[src/rtl/store_buffer.sv]
// Store buffer: circular FIFO of pending word writes, issued in order to the data-memory write port.
// Optional build macro STORE_BUFFER_COALESCE_EN merges stores into the youngest non-issuing entry.
module store_buffer #(
    parameter int unsigned DEPTH = 4,
    parameter int unsigned AW    = 32
) (
    input  logic          clk,
    input  logic          reset_n,

    input  logic          st_valid,
    output logic          st_ready,
    input  logic [AW-1:0] st_addr,
    input  logic [3:0]    st_byteen,
    input  logic [31:0]   st_wrdata,

    output logic          mem_req,
    output logic [AW-1:0] mem_addr,
    output logic [3:0]    mem_byteen,
    output logic [31:0]   mem_wdata,
    input  logic          mem_ack,

    input  logic          ld_valid,
    input  logic [AW-1:0] ld_addr,
    input  logic [3:0]    ld_byteen,
    output logic          ld_conflict,

    output logic          empty
);

    localparam int unsigned PW = (DEPTH > 1) ? $clog2(DEPTH) : 1;
    localparam logic [PW:0] FULL_CNT = (PW+1)'(DEPTH);

    localparam logic [0:0] S_IDLE = 1'b0;
    localparam logic [0:0] S_REQ  = 1'b1;

    logic [AW-3:0]  addr_q [DEPTH];
    logic [AW-3:0]  addr_d [DEPTH];
    logic [3:0]     be_q   [DEPTH];
    logic [3:0]     be_d   [DEPTH];
    logic [31:0]    data_q [DEPTH];
    logic [31:0]    data_d [DEPTH];

    logic [PW-1:0]  head_q, head_d;
    logic [PW-1:0]  tail_q, tail_d;
    logic [PW:0]    count_q, count_d;
    logic [0:0]     state_q, state_d;

    logic [PW-1:0]  young_idx;
    logic           merge;
    logic           push;
    logic           pop;
    logic [DEPTH-1:0] vld;

    logic           unused_addr_lsbs;
    assign unused_addr_lsbs = ^{st_addr[1:0], ld_addr[1:0]};

    assign young_idx = PW'(tail_q - 1'b1);

`ifdef STORE_BUFFER_COALESCE_EN
    // The head is frozen while it is being offered to memory, so it may only merge before issue.
    assign merge = (count_q != '0)
                && (addr_q[young_idx] == st_addr[AW-1:2])
                && (st_byteen != '0)
                && !((state_q == S_REQ) && (young_idx == head_q));
    assign st_ready = (count_q < FULL_CNT) || merge;
`else
    assign merge    = 1'b0;
    assign st_ready = (count_q < FULL_CNT);
`endif

    assign push = st_valid && st_ready && (st_byteen != '0) && !merge;
    assign pop  = (state_q == S_REQ) && mem_ack;

    always_comb begin
        head_d  = head_q;
        tail_d  = tail_q;
        count_d = count_q;
        if (push) begin
            tail_d = PW'(tail_q + 1'b1);
        end
        if (pop) begin
            head_d = PW'(head_q + 1'b1);
        end
        case ({push, pop})
            2'b10:   count_d = count_q + 1'b1;
            2'b01:   count_d = count_q - 1'b1;
            default: count_d = count_q;
        endcase
    end

    always_comb begin
        for (int unsigned i = 0; i < DEPTH; i++) begin
            addr_d[i] = addr_q[i];
            be_d[i]   = be_q[i];
            data_d[i] = data_q[i];
        end
        if (push) begin
            addr_d[tail_q] = st_addr[AW-1:2];
            be_d[tail_q]   = st_byteen;
            data_d[tail_q] = st_wrdata;
        end
        if (st_valid && merge) begin
            be_d[young_idx] = be_q[young_idx] | st_byteen;
            for (int unsigned b = 0; b < 4; b++) begin
                if (st_byteen[b]) begin
                    data_d[young_idx][8*b +: 8] = st_wrdata[8*b +: 8];
                end
            end
        end
    end

    always_comb begin
        state_d = state_q;
        case (state_q)
            S_IDLE: begin
                if (count_q != '0) begin
                    state_d = S_REQ;
                end
            end
            S_REQ: begin
                if (pop && (count_d == '0)) begin
                    state_d = S_IDLE;
                end
            end
            default: state_d = S_IDLE;
        endcase
    end

    always_ff @(posedge clk or negedge reset_n) begin
        if (!reset_n) begin
            head_q  <= '0;
            tail_q  <= '0;
            count_q <= '0;
            state_q <= S_IDLE;
            for (int unsigned i = 0; i < DEPTH; i++) begin
                addr_q[i] <= '0;
                be_q[i]   <= '0;
                data_q[i] <= '0;
            end
        end else begin
            head_q  <= head_d;
            tail_q  <= tail_d;
            count_q <= count_d;
            state_q <= state_d;
            for (int unsigned i = 0; i < DEPTH; i++) begin
                addr_q[i] <= addr_d[i];
                be_q[i]   <= be_d[i];
                data_q[i] <= data_d[i];
            end
        end
    end

    assign mem_req    = (state_q == S_REQ);
    assign mem_addr   = mem_req ? {addr_q[head_q], 2'b00} : '0;
    assign mem_byteen = mem_req ? be_q[head_q] : '0;
    assign mem_wdata  = mem_req ? data_q[head_q] : '0;

    // An entry is live when its distance from the head is below the registered count.
    always_comb begin
        for (int unsigned i = 0; i < DEPTH; i++) begin
            vld[i] = ({1'b0, PW'(PW'(i) - head_q)} < count_q);
        end
    end

    always_comb begin
        ld_conflict = 1'b0;
        for (int unsigned i = 0; i < DEPTH; i++) begin
            if (vld[i] && (addr_q[i] == ld_addr[AW-1:2]) && ((be_q[i] & ld_byteen) != '0)) begin
                ld_conflict = ld_valid;
            end
        end
    end

    assign empty = (count_q == '0) && !mem_req;

endmodule

[config.mk]
export PLATFORM = sky130hd
export DESIGN_NAME = store_buffer
export DESIGN_NICKNAME = d
export VERILOG_FILES = /design/src/rtl/store_buffer.sv
export SDC_FILE = /design/constraint.sdc
export NUM_CORES = 1
export LEC_CHECK = 0
export BUFFER_PORTS_ARGS = -buffer_cell sky130_fd_sc_hd__buf_2
export CORE_ASPECT_RATIO = 0.6
export CORE_MARGIN = 2
export CORE_UTILIZATION = 55
export DETAILED_ROUTE_END_ITERATION = 10
export HOLD_SLACK_MARGIN = 0.12
export PLACE_DENSITY_LB_ADDON = 0.05
export SLEW_MARGIN = 20
export SYNTH_ARGS = -nofsm -noshare
export SYNTH_HDL_FRONTEND = slang
export SYNTH_SLANG_ARGS = --single-unit
[constraint.sdc]
create_clock -name clk -period 3 [get_ports clk]
set_input_delay 0.45 -clock clk [delete_from_list [all_inputs] [get_ports clk]]
set_output_delay 0.45 -clock clk [all_outputs]
set_load 0.005 [all_outputs]
==> results of run 1 <==
-- power groups by stage --
stage	Sequential (W)	Clock, W	Combinational (W)
CTS	0.00706	0.00381	0.00945
floorplan	0.00652	0	0.00703
global placement	0.00706	0	0.00928
detailed placement	0.00709	0	0.00939
finish	0.00711	0.00375	0.00941
global route	0.00735	0.00397	0.0101
-- registers in the layout, indices dropped and copies added (netlist names) --
signal / flops
addr_q: 120
be_q: 16
count_q: 3
data_q: 128
head_q: 2
mem_req: 1
tail_q: 2
-- worst max path at each step --
stage | cells after the start | to | from | slack, ns
2_1_floorplan | 11 | mem_req$_DFF_PN0_ | st_byteen[3] | 0.34
3_3_place_gp | 11 | mem_req$_DFF_PN0_ | st_byteen[3] | 0.23
3_5_place_dp | 11 | mem_req$_DFF_PN0_ | st_byteen[3] | 0.19
4_1_cts | 4 | mem_addr[24] | head_q[0]$_DFFE_PN0N_ | 0.04
5_1_grt | 6 | ld_conflict | addr_q[74]$_DFFE_PN0P_ | 0.02
6_report | 7 | ld_conflict | addr_q[51]$_DFFE_PN0P_ | 0.11
-- cell usage after synthesis (all sizes together) --
master | number | area share [%]
dfrtp | 272 | 46
mux2 | 264 | 24
xnor2 | 117 | 6.9
and2 | 66 | 2.8
mux4 | 66 | 10
clkbuf | 43 | 1.1
buf | 40 | 3.6
nand4 | 29 | 1.2
inv | 12 | 0.31
xor2 | 10 | 0.59
ha | 9 | 0.76
nand2 | 9 | 0.43
nor4 | 8 | 0.34
nor2 | 5 | 0.13
a21oi | 4 | 0.14
a221oi | 4 | 0.24
a22o | 4 | 0.24
o2111ai | 3 | 0.18
o21ai | 3 | 0.10
or4 | 2 | 0.10
a41oi | 1 | 0.059
and3 | 1 | 0.042
conb | 1 | 0.025
fa | 1 | 0.14
nand2b | 1 | 0.042
o41a | 1 | 0.076
-- cell families (layout without fill, tap and decap cells) --
group	after synthesis	in the layout	synth area share (%)
DFF	272	272	46.1
adders and majority gates	10	10	0.899
other	1	5	0.0254
buffers and inverters	95	265	4.99
AOI/OAI and AO/OA	20	20	1.03
muxes	330	330	34.3
and+or+nand+nor	121	121	5.11
xor gates and xnor gates	127	127	7.54
-- per-stage QoR --
stage                     util, %  worst slack (ns)  std cells  area (um^2)  hold WS [ns]
final                        63.8             0.115       1510        16800         0.173
after global routing         63.8            0.0167       1508        16800         0.165
after CTS                    63.6            0.0395       1507        16800         0.162
after detailed placement     59.8             0.187       1457        15800         0.418
after global placement       59.8             0.232       1457        15800         0.412
after floorplan                 -             0.336        977        14800         0.154
-- metal layers --
layer | track usage [%] | vias up | share of wire (%)
met5 | 0 | - | 0
li1 | - | 3791 | -
met4 | 4.71 | 0 | 1.4
met1 | 41.6 | 4574 | 50
met2 | 36.2 | 229 | 42
met3 | 6.83 | 43 | 7.0
-- layout make-up --
type | instances | area, um^2 | share of cell area, %
Clock inverter | 14 | 225 | 1.34
Sequential cell | 272 | 6820 | 40.4
Tap cell | 360 | 450 | 2.67
Timing Repair Buffer | 204 | 1290 | 7.66
Antenna cell | 3 | 7.51 | 0.0446
Multi-Input combinational cell | 610 | 7270 | 43.1
Clock buffer | 35 | 746 | 4.43
Inverter | 12 | 45.0 | 0.267
-- repair_timing --
item                                    CTS  global route
pin swaps                                 0             0
gates resized for setup                   1             8
endpoints found under the hold margin    52             0
hold buffers                              1             0
endpoints found under the setup margin    1            10
==> parameters.txt, run 1 <==
Parameter                              Value

Outcome
  Status ... finished, final reports clean

Worst setup path
  Type of the setup path with the least slack ... reg2out
  Critical path launch point type ... register
  Logic depth of the worst register-to-register path ... 9
  Slowest cell on the critical path ... dfrtp_1
  Cell family with the largest share of critical-path delay ... simple AND/OR/NAND/NOR gates
  Critical path data arrival time ... 2.44 ns
  Maximum fanout along the worst path ... 3
  Worst path max stage delay ... 0.41 ns
  Kind of end point of the critical path ... output port
  Reg-to-reg startpoint ... mem_req$_DFF_PN0_
  List of cells traversed by the critical path ... xnor2_1, nand4_1, nor4_2, buf_4, o2111ai_1, a41oi_1, buf_2
  R2R setup slack ... 0.61 ns
  Required @ worst endpoint ... 2.55 ns
  CP bufs+invs ... 2
  End of the worst register-to-register path ... mem_req$_DFF_PN0_

Detailed routing
  Number of design-rule violations left by the first detailed-router iteration ... 603
  Antenna violation net count after detailed routing ... 0
  Average via count per standard cell ... 5.72
  Remaining design rule violation count ... 0
  Pre-Repair DR Iteration Count ... 5
  Routed Wire Length ... 36.2 mm
  Number of vias after detailed routing ... 8637
  Mean routed wirelength per cell ... 24.0 um

Power
  Power Internal ... around 0.014 W
  Sequential share of power ... a little over a third
  NetSw ... around 0.0067 W
  Power density relative to cell area ... 1200 mW/mm^2
  Sw Share ... 32.8%
  Clock share of power ... 18.5%
  Power share of the combinational group ... 46.4%
  Peak supply drop ... 0.526 mV
  Total power ... 0.0203 W
  Leakage power total ... 7.83 nW

Synthesis
  Cells after Synth ... 976
  Syn_area_per_cell ... around 15 um^2
  Fraction of the yosys area taken by sequential cells ... between 40% and 50%
  Yosys warns ... 0
  Total standard cell area after synthesis ... 0.0148 mm^2
  Post-synth cell types ... 32
  Synthesis-stage register bit count ... 272

Cells and area
  Area delta synth->final ... 14.2%
  Share of layout cells above drive strength 1 ... between 50 and 60%
  Fillcell total ... 2011
  Most common library cell in the layout ignoring fill and taps ... dfrtp_1
  Nets ... 1246
  Most frequent cells in the layout ... dfrtp_1, buf_2, mux2_4

Timing
  Max-slew headroom ... 56.9%
  Maximum operating frequency ... about 350 MHz
  Max-slew violation count ... 0
  Slew at the pin closest to its max-slew limit ... 0.647 ns
  Fraction of the cycle the final worst path needs ... 96.2%
  Final hold vios ... 0
  Worst Skew ... 0.0172 ns
  RSZ-0062 raised after global routing ... no
  Sum of negative setup slack ... 0 ns
  Final Critical Period ... 2.89 ns
  Setup violators final ... 0

Min path
  End point of the most critical hold path ... data_q[22]$_DFFE_PN0P_
  Start point of the worst hold path ... st_wrdata[22]
  Type of the most critical hold path ... in2reg
  Depth of the worst hold-timing path ... 2

CTS
  Clock tree from TritonCTS ... yes
  Clock root buffer ... clkbuf_16
  Clk sink count ... between 200 and 300
  Setup Buffers After CTS ... 0
  Max Root-Sink Buffers ... 3
  Total number of H-tree levels ... 1
  Clk pin slew, worst setup/hold paths ... ~0.070 ns
  Clock latency of the later-clocked register in the worst-skew pair ... 0.54 ns
  Number of buffers added by the clock tree synthesis step ... 27

Global route
  Pin count of the biggest net entering global routing ... 73
  Initial antenna violation count ... 2
  Aggregate global routing overflow ... 0
  Total Routing Usage GR ... 26.2%
  Wire length of the first global-routing pass ... 55.6 mm
  Via count of the first global-routing pass ... between 8000 and 9000

Placement
  Final weighted congestion in routability-driven placement ... 0.828
  HPWL after DPL ... 24.7 mm
  I/O Buffers ... 174

Floorplan
  Chip height ... 131 um
  Number of placement rows ... 46
  Initial Util ... 55.9%
  Width of the chip ... 215 um
  Area of the core ... approximately 0.026 mm^2
  Die area ... 0.0282 mm^2
  I/O Pins ... approximately 180

Job
  Max-cap viol count ... 0
No activity file was read; power rests on OpenSTA's default activity.
==> run 2: changes to the inputs <==
--- a/config.mk
+++ b/config.mk
@@ -8,7 +8,7 @@
 export BUFFER_PORTS_ARGS = -buffer_cell sky130_fd_sc_hd__buf_2
 export CORE_ASPECT_RATIO = 0.6
 export CORE_MARGIN = 2
-export CORE_UTILIZATION = 55
+export CORE_UTILIZATION = 59
 export DETAILED_ROUTE_END_ITERATION = 10
 export HOLD_SLACK_MARGIN = 0.12
 export PLACE_DENSITY_LB_ADDON = 0.05
==> parameters.txt, run 2 (synthesis results as in run 1) <==
Parameter                              Value

Worst setup path
  Kind of end point of the critical path ... output port
  Required @ worst endpoint ... 2.55 ns (about the same)
  Critical path launch point type ... register
  Type of the setup path with the least slack ... reg2out
  Worst path max stage delay ... 0.41 ns (about the same)
  Reg-to-reg startpoint ... count_q[2]$_DFF_PN0_
  Critical path depth in cells ... 7 (unchanged)
  List of cells traversed by the critical path ... xnor2_1, nand4_1, nor4_2, buf_4, o2111ai_1, a41oi_2, buf_2
  CP bufs+invs ... 2 (unchanged)
  Cell family with the largest share of critical-path delay ... simple AND/OR/NAND/NOR gates
  Critical path data arrival time ... 2.49 ns (+0.05 ns)
  Logic depth of the worst register-to-register path ... 10 (+1)
  Worst setup path start ... addr_q[51]$_DFFE_PN0P_
  Maximum fanout along the worst path ... 3 (unchanged)
  Slowest cell on the critical path ... dfrtp_1
  Endpoint of the worst setup timing path ... ld_conflict
  End of the worst register-to-register path ... mem_req$_DFF_PN0_
  R2R setup slack ... 0.80 ns (+0.19 ns)

Cells and area
  Final Instance Area ... 0.0168 mm^2 (-0.25%)
  Biggest register ... data_q
  Nets ... 1246 (unchanged)
  Most frequent cells in the layout ... dfrtp_1, buf_2, mux2_4
  Most common library cell in the layout ignoring fill and taps ... dfrtp_1
  Share of layout cells above drive strength 1 ... 52.0% (+0.44 points)
  Largest regs ... data_q: 128 flops, addr_q: 120 flops, be_q: 16 flops
  Core utilization of the finished layout ... 68.9% (+5.1 points)
  Largest register FFs ... 128 (unchanged)
  Area delta synth->final ... 13.9%

Power
  Power Internal ... 0.0136 W (about the same)
  NetSw ... 0.00659 W (-0.91%)
  Peak supply drop ... 0.532 mV (+1.0%)
  Sequential share of power ... 35.1% (about the same)
  Leakage power total ... 7.84 nW (about the same)
  Total power ... 0.0202 W (-0.35%)
  Power share of the combinational group ... 46.4% (about the same)
  Sw Share ... 32.6% (-0.19 points)
  Power density relative to cell area ... 1200 mW/mm^2 (about the same)
  Clock share of power ... 18.6% (about the same)

Detailed routing
  Number of design-rule violations left by the first detailed-router iteration ... 527 (-13%)
  Average via count per standard cell ... 5.82 (+1.8%)
  Number of vias after detailed routing ... 8571 (-0.76%)
  Pre-Repair DR Iteration Count ... 4 (-1)
  Routed Wire Length ... 35.1 mm (-3.2%)
  Antenna violation net count after detailed routing ... 0 (unchanged)
  Remaining design rule violation count ... 0 (unchanged)
  Mean routed wirelength per cell ... 23.8 um (-0.66%)

CTS
  Number of buffers added by the clock tree synthesis step ... 27 (unchanged)
  Clk sink count ... 272 (unchanged)
  Clock tree from TritonCTS ... yes
  Clock root buffer ... clkbuf_16
  Clock latency of the later-clocked register in the worst-skew pair ... 0.54 ns (about the same)
  Total number of H-tree levels ... 1 (unchanged)
  Setup Buffers After CTS ... 0 (unchanged)
  Max Root-Sink Buffers ... 3 (unchanged)
  Clk pin slew, worst setup/hold paths ... 0.07 ns (about the same)

Timing
  Slew at the pin closest to its max-slew limit ... 0.757 ns (+0.111 ns)
  Sum of negative setup slack ... 0 ns (unchanged)
  Worst Skew ... 0.0111 ns (-0.00616 ns)
  Final hold vios ... 0 (unchanged)
  Fraction of the cycle the final worst path needs ... 98.0% (+1.9 points)
  Setup violators final ... 0 (unchanged)
  RSZ-0062 raised after global routing ... no
  Max-slew headroom ... 49.5% (-7.4 points)
  Max-slew violation count ... 0 (unchanged)
  Final Critical Period ... 2.94 ns (+0.0561 ns)
  Maximum operating frequency ... 340 MHz (-1.9%)

Floorplan
  Width of the chip ... 208 um (-3.4%)
  Die area ... 0.0263 mm^2 (-6.6%)
  Chip height ... 127 um (-3.3%)
  I/O Pins ... 181 (unchanged)
  Initial Util ... 60.5% (+4.6 points)
  Number of placement rows ... 44 (-4.3%)
  Area of the core ... 0.0244 mm^2 (-7.7%)

Global route
  Met2 Track Usage GR ... 38.2% (+2.0 points)
  Layer carrying the most global-route usage ... met1
  Wire length of the first global-routing pass ... 55.2 mm (-0.66%)
  Initial antenna violation count ... 4 (+2)
  Grt met1 use ... 43.9% (+2.3 points)
  Aggregate global routing overflow ... 0 (unchanged)
  Pin count of the biggest net entering global routing ... 87 (+19%)
  Via count of the first global-routing pass ... 8883 (+1.4%)
  GR met3 Demand/Resource ... 7.55% (+0.72 points)
  Total Routing Usage GR ... 27.5% (+1.3 points)

Job
  Max-cap viol count ... 0 (unchanged)

Placement
  Final weighted congestion in routability-driven placement ... 0.885 (+6.8%)
  HPWL after DPL ... 24.2 mm (-2.1%)
  I/O Buffers ... 174 (unchanged)
  Post-placement cell area ... 0.0157 mm^2 (-0.46%)

Min path
  Type of the most critical hold path ... in2reg

Outcome
  Status ... finished, final reports clean
## run 2: repair_timing
item                                    in CTS  in global routing
endpoints found under the hold margin       82                  0
hold buffers                                 1                  0
endpoints found under the setup margin       1                  1
resized for setup                            4                  6
## run 2: power by group through the flow
stage | logic, W | registers, W | clock network [W]
6_report | 0.00936 | 0.00708 | 0.00375
5_1_grt | 0.0101 | 0.00734 | 0.00398
4_1_cts | 0.00941 | 0.00704 | 0.00382
3_5_place_dp | 0.00935 | 0.00706 | 0
3_3_place_gp | 0.00922 | 0.00702 | 0
2_1_floorplan | 0.00703 | 0.00652 | 0
## run 2: metal layers
metal  share of wire [%]  routed length [um]
met1                  50               17400
met2                  42               14600
met3                 7.5                2630
met4                 1.1                 398
met5               0.020                   7
## run 2: worst min-delay path by stage
stage	cells past startpoint	startpoint	slack, ns	endpoint
after detailed placement	1	data_q[55]$_DFFE_PN0P_	0.49	data_q[55]$_DFFE_PN0P_
after global placement	1	data_q[119]$_DFFE_PN0P_	0.48	data_q[119]$_DFFE_PN0P_
final	2	st_addr[13]	0.19	addr_q[101]$_DFFE_PN0P_
after global routing	2	st_wrdata[28]	0.18	data_q[92]$_DFFE_PN0P_
after floorplan	0	reset_n	0.15	addr_q[0]$_DFFE_PN0P_
after CTS	2	st_addr[13]	0.16	addr_q[101]$_DFFE_PN0P_
## run 2: final cells by class
type | count | area, um^2
antenna | 3 | 7.51
clock buffer | 32 | 734
clock inverter | 17 | 249
fill | 1745 | 7580
inverter | 12 | 45.0
multi-input combinational | 610 | 7290
sequential | 272 | 6820
tap | 322 | 403
timing repair buffer | 204 | 1260
## run 2: through the flow
stage | std cells | hold WS (ns) | setup WS [ns]
global route | 1470 | 0.176 | 0.00453
floorplan | 977 | 0.154 | 0.336
global placement | 1419 | 0.485 | 0.253
detailed placement | 1419 | 0.487 | 0.257
finish | 1472 | 0.185 | 0.0588
CTS | 1469 | 0.164 | 0.0163
## run 2: worst register-to-register path: stages (launching register included)
cell and delay [ns]:
dfrtp_1 0.42, inv_1 0.14, and3_1 0.21, inv_1 0.06, ha_1 0.17, inv_1 0.06
fa_1 0.37, xor2_1 0.15, nor2_1 0.11, xnor2_1 0.09, o41a_1 0.31
==> run 3: changes to the inputs <==
--- a/config.mk
+++ b/config.mk
@@ -8,7 +8,7 @@
 export BUFFER_PORTS_ARGS = -buffer_cell sky130_fd_sc_hd__buf_2
 export CORE_ASPECT_RATIO = 0.6
 export CORE_MARGIN = 2
-export CORE_UTILIZATION = 59
+export CORE_UTILIZATION = 53
 export DETAILED_ROUTE_END_ITERATION = 10
 export HOLD_SLACK_MARGIN = 0.12
 export PLACE_DENSITY_LB_ADDON = 0.05
==> constraint.sdc (replaced) <==
create_clock -name clk -period 2.5 [get_ports clk]
set_input_delay 0.375 -clock clk [delete_from_list [all_inputs] [get_ports clk]]
set_output_delay 0.375 -clock clk [all_outputs]
set_load 0.005 [all_outputs]
==> parameters.txt, run 3 (synthesis results as in run 1) <==
Parameter                              Value

Outcome
  Status ... complete, but fails checks
  Violated checks ... setup timing

Placement
  Final weighted congestion in routability-driven placement ... 0.829 (-6.3%)
  Post-placement cell area ... 0.0161 mm^2 (+2.0%)
  HPWL after DPL ... 25.3 mm (+4.6%)
  I/O Buffers ... 174 (unchanged)

Timing
  Fin Hold WS ... 0.146 ns (-0.0396 ns)
  Final hold vios ... 0 (unchanged)
  Worst setup slack after layout ... -0.312 ns (-0.371 ns)
  Setup violators final ... 59 (+59)
  Fraction of the cycle the final worst path needs ... 112%
  Maximum operating frequency ... 356 MHz
  Max-slew violation count ... 0 (unchanged)
  Worst Skew ... 0.0112 ns (+0.000153 ns)
  Final Critical Period ... 2.81 ns
  Max-slew headroom ... 55.6% (+6.1 points)
  RSZ-0062 raised after global routing ... yes
  Slew at the pin closest to its max-slew limit ... 0.665 ns (-0.0920 ns)

Detailed routing
  Number of vias after detailed routing ... 9061 (+5.7%)
  Number of design-rule violations left by the first detailed-router iteration ... 758 (+44%)
  Pre-Repair DR Iteration Count ... 5 (+1)
  Routed Wire Length ... 38.7 mm (+10%)
  Mean routed wirelength per cell ... 23.8 um (-0.26%)
  Remaining design rule violation count ... 0 (unchanged)
  Average via count per standard cell ... 5.57 (-4.4%)
  Antenna violation net count after detailed routing ... 0 (unchanged)

Floorplan
  Chip height ... 133 um (+5.3%)
  Area of the core ... 0.0275 mm^2 (+13%)
  Die area ... 0.0292 mm^2 (+11%)
  I/O Pins ... 181 (unchanged)
  Width of the chip ... 219 um (+5.4%)
  Initial Util ... 53.7% (-6.8 points)
  Number of placement rows ... 47 (+6.8%)

Global route
  Pin count of the biggest net entering global routing ... 79 (-9.2%)
  Via count of the first global-routing pass ... 9420 (+6.0%)
  Wire length of the first global-routing pass ... 59.4 mm (+7.6%)
  Total Routing Usage GR ... 27.1% (-0.45 points)
  Aggregate global routing overflow ... 0 (unchanged)
  Initial antenna violation count ... 2 (-2)

Worst setup path
  List of cells traversed by the critical path ... xnor2_2, nand4_1, nor4_2, buf_4, nand4_1, a41oi_2, buf_2
  CP most frequent cell ... nand4_1
  Slowest cell on the critical path ... dfrtp_1
  Kind of end point of the critical path ... output port
  Type of the setup path with the least slack ... reg2out
  Logic depth of the worst register-to-register path ... 10 (unchanged)
  Maximum fanout along the worst path ... 3 (unchanged)
  CP bufs+invs ... 2 (unchanged)
  Critical path depth in cells ... 7 (unchanged)
  Worst path max stage delay ... 0.43 ns (+0.02 ns)
  Critical path data arrival time ... 2.44 ns (-0.05 ns)
  Critical path launch point type ... register
  Cell family with the largest share of critical-path delay ... simple AND/OR/NAND/NOR gates
  Required @ worst endpoint ... 2.12 ns (-0.43 ns)

CTS
  Clk sink count ... 272 (unchanged)
  Number of buffers added by the clock tree synthesis step ... 28 (+3.7%)
  Clock latency of the later-clocked register in the worst-skew pair ... 0.55 ns (about the same)
  Clk pin slew, worst setup/hold paths ... 0.07 ns (about the same)
  Clock root buffer ... clkbuf_16
  Max Root-Sink Buffers ... 3 (unchanged)
  Total number of H-tree levels ... 1 (unchanged)
  Clock tree from TritonCTS ... yes

Cells and area
  Area delta synth->final ... 26.1%
  Most frequent cells in the layout ... dfrtp_1, mux2_4, buf_2
  Most common library cell in the layout ignoring fill and taps ... dfrtp_1
  Core utilization of the finished layout ... 67.7% (-1.2 points)
  Largest regs ... data_q: 128 flops, addr_q: 120 flops, be_q: 16 flops
  Biggest register ... data_q
  Share of layout cells above drive strength 1 ... 56.1% (+4.0 points)
  Nets ... 1359 (+9.1%)
  Largest register FFs ... 128 (unchanged)
  Final Instance Area ... 0.0186 mm^2 (+11%)

Power
  Power density relative to cell area ... 1470 mW/mm^2 (+22%)
  Total power ... 0.0274 W (+35%)
  Leakage power total ... 8.66 nW (+11%)
  Peak supply drop ... 0.781 mV (+47%)

Min path
  Type of the most critical hold path ... in2reg
  Depth of the worst hold-timing path ... 2 (unchanged)

Job
  Max-cap viol count ... 0 (unchanged)
==> run 3: worst paths after layout <==
| check | from | end | slack (ns) |
|---|---|---|---|
| setup / recovery | addr_q[74]$_DFFE_PN0P_ | ld_conflict | -0.31 |
| hold / removal | st_byteen[1] | be_q[5]$_DFFE_PN0P_ | 0.15 |
| setup reg to reg | count_q[2]$_DFF_PN0_ | mem_req$_DFF_PN0_ | 0.26 |
| hold reg to reg | data_q[119]$_DFFE_PN0P_ | data_q[119]$_DFFE_PN0P_ | 0.50 |
| max in group asynchronous | reset_n | data_q[111]$_DFFE_PN0P_ | 1.35 |
| min in group asynchronous | reset_n | data_q[56]$_DFFE_PN0P_ | 0.39 |
==> run 3: power breakdown <==
part | switching (W) | internal (W) | leakage (nW)
combinational | 0.00514 | 0.00953 | 4.95
clock | 0.00179 | 0.00245 | 0.449
sequential | 0.00178 | 0.00666 | 3.27
total | 0.00872 | 0.0186 | 8.66
==> run 3: worst register-to-register path, stage by stage, from the launching register on <==
cell     delay [ns]
dfrtp_1        0.44
inv_1          0.17
and3_4         0.21
inv_2          0.06
ha_4           0.13
inv_2          0.04
fa_2           0.38
xor2_1         0.14
nor2_1         0.13
xnor2_1        0.10
o41a_1         0.32
==> run 3: area by class of cell <==
cell class              instances  area [um^2]
well taps                     367          459
repair buffers                316         2860
flip-flops and latches        272         6820
multi-input cells             610         7510
clock buffers                  44          862
fillers                      2014         8860
inverters                      12         45.0
clock inverters                 5         52.6
diodes                          1         2.50
==> run 3: metrics by stage <==
step	std cells	setup TNS (ns)	setup slack [ns]
6_report	1627	-7.09	-0.312
5_1_grt	1627	-10.66	-0.350
4_1_cts	1617	-6.76	-0.217
3_5_place_dp	1489	-0.100	-0.100
3_3_place_gp	1489	-0.0927	-0.0927
2_1_floorplan	977	-0.0295	-0.0295
==> run 3: routing by layer <==
metal,wire (um),track usage [%]
met2,16000,36.9
met4,450,4.32
met5,13,0
met1,19300,44.1
met3,2910,6.53
==> run 3: what timing repair did <==
action	CTS	global route
hold buffers	62	0
setup endpoints to repair	65	68
gates cloned	7	0
buffers inserted	10	14
pin swaps	9	2
resized for setup	83	75
endpoints found under the hold margin	313	0
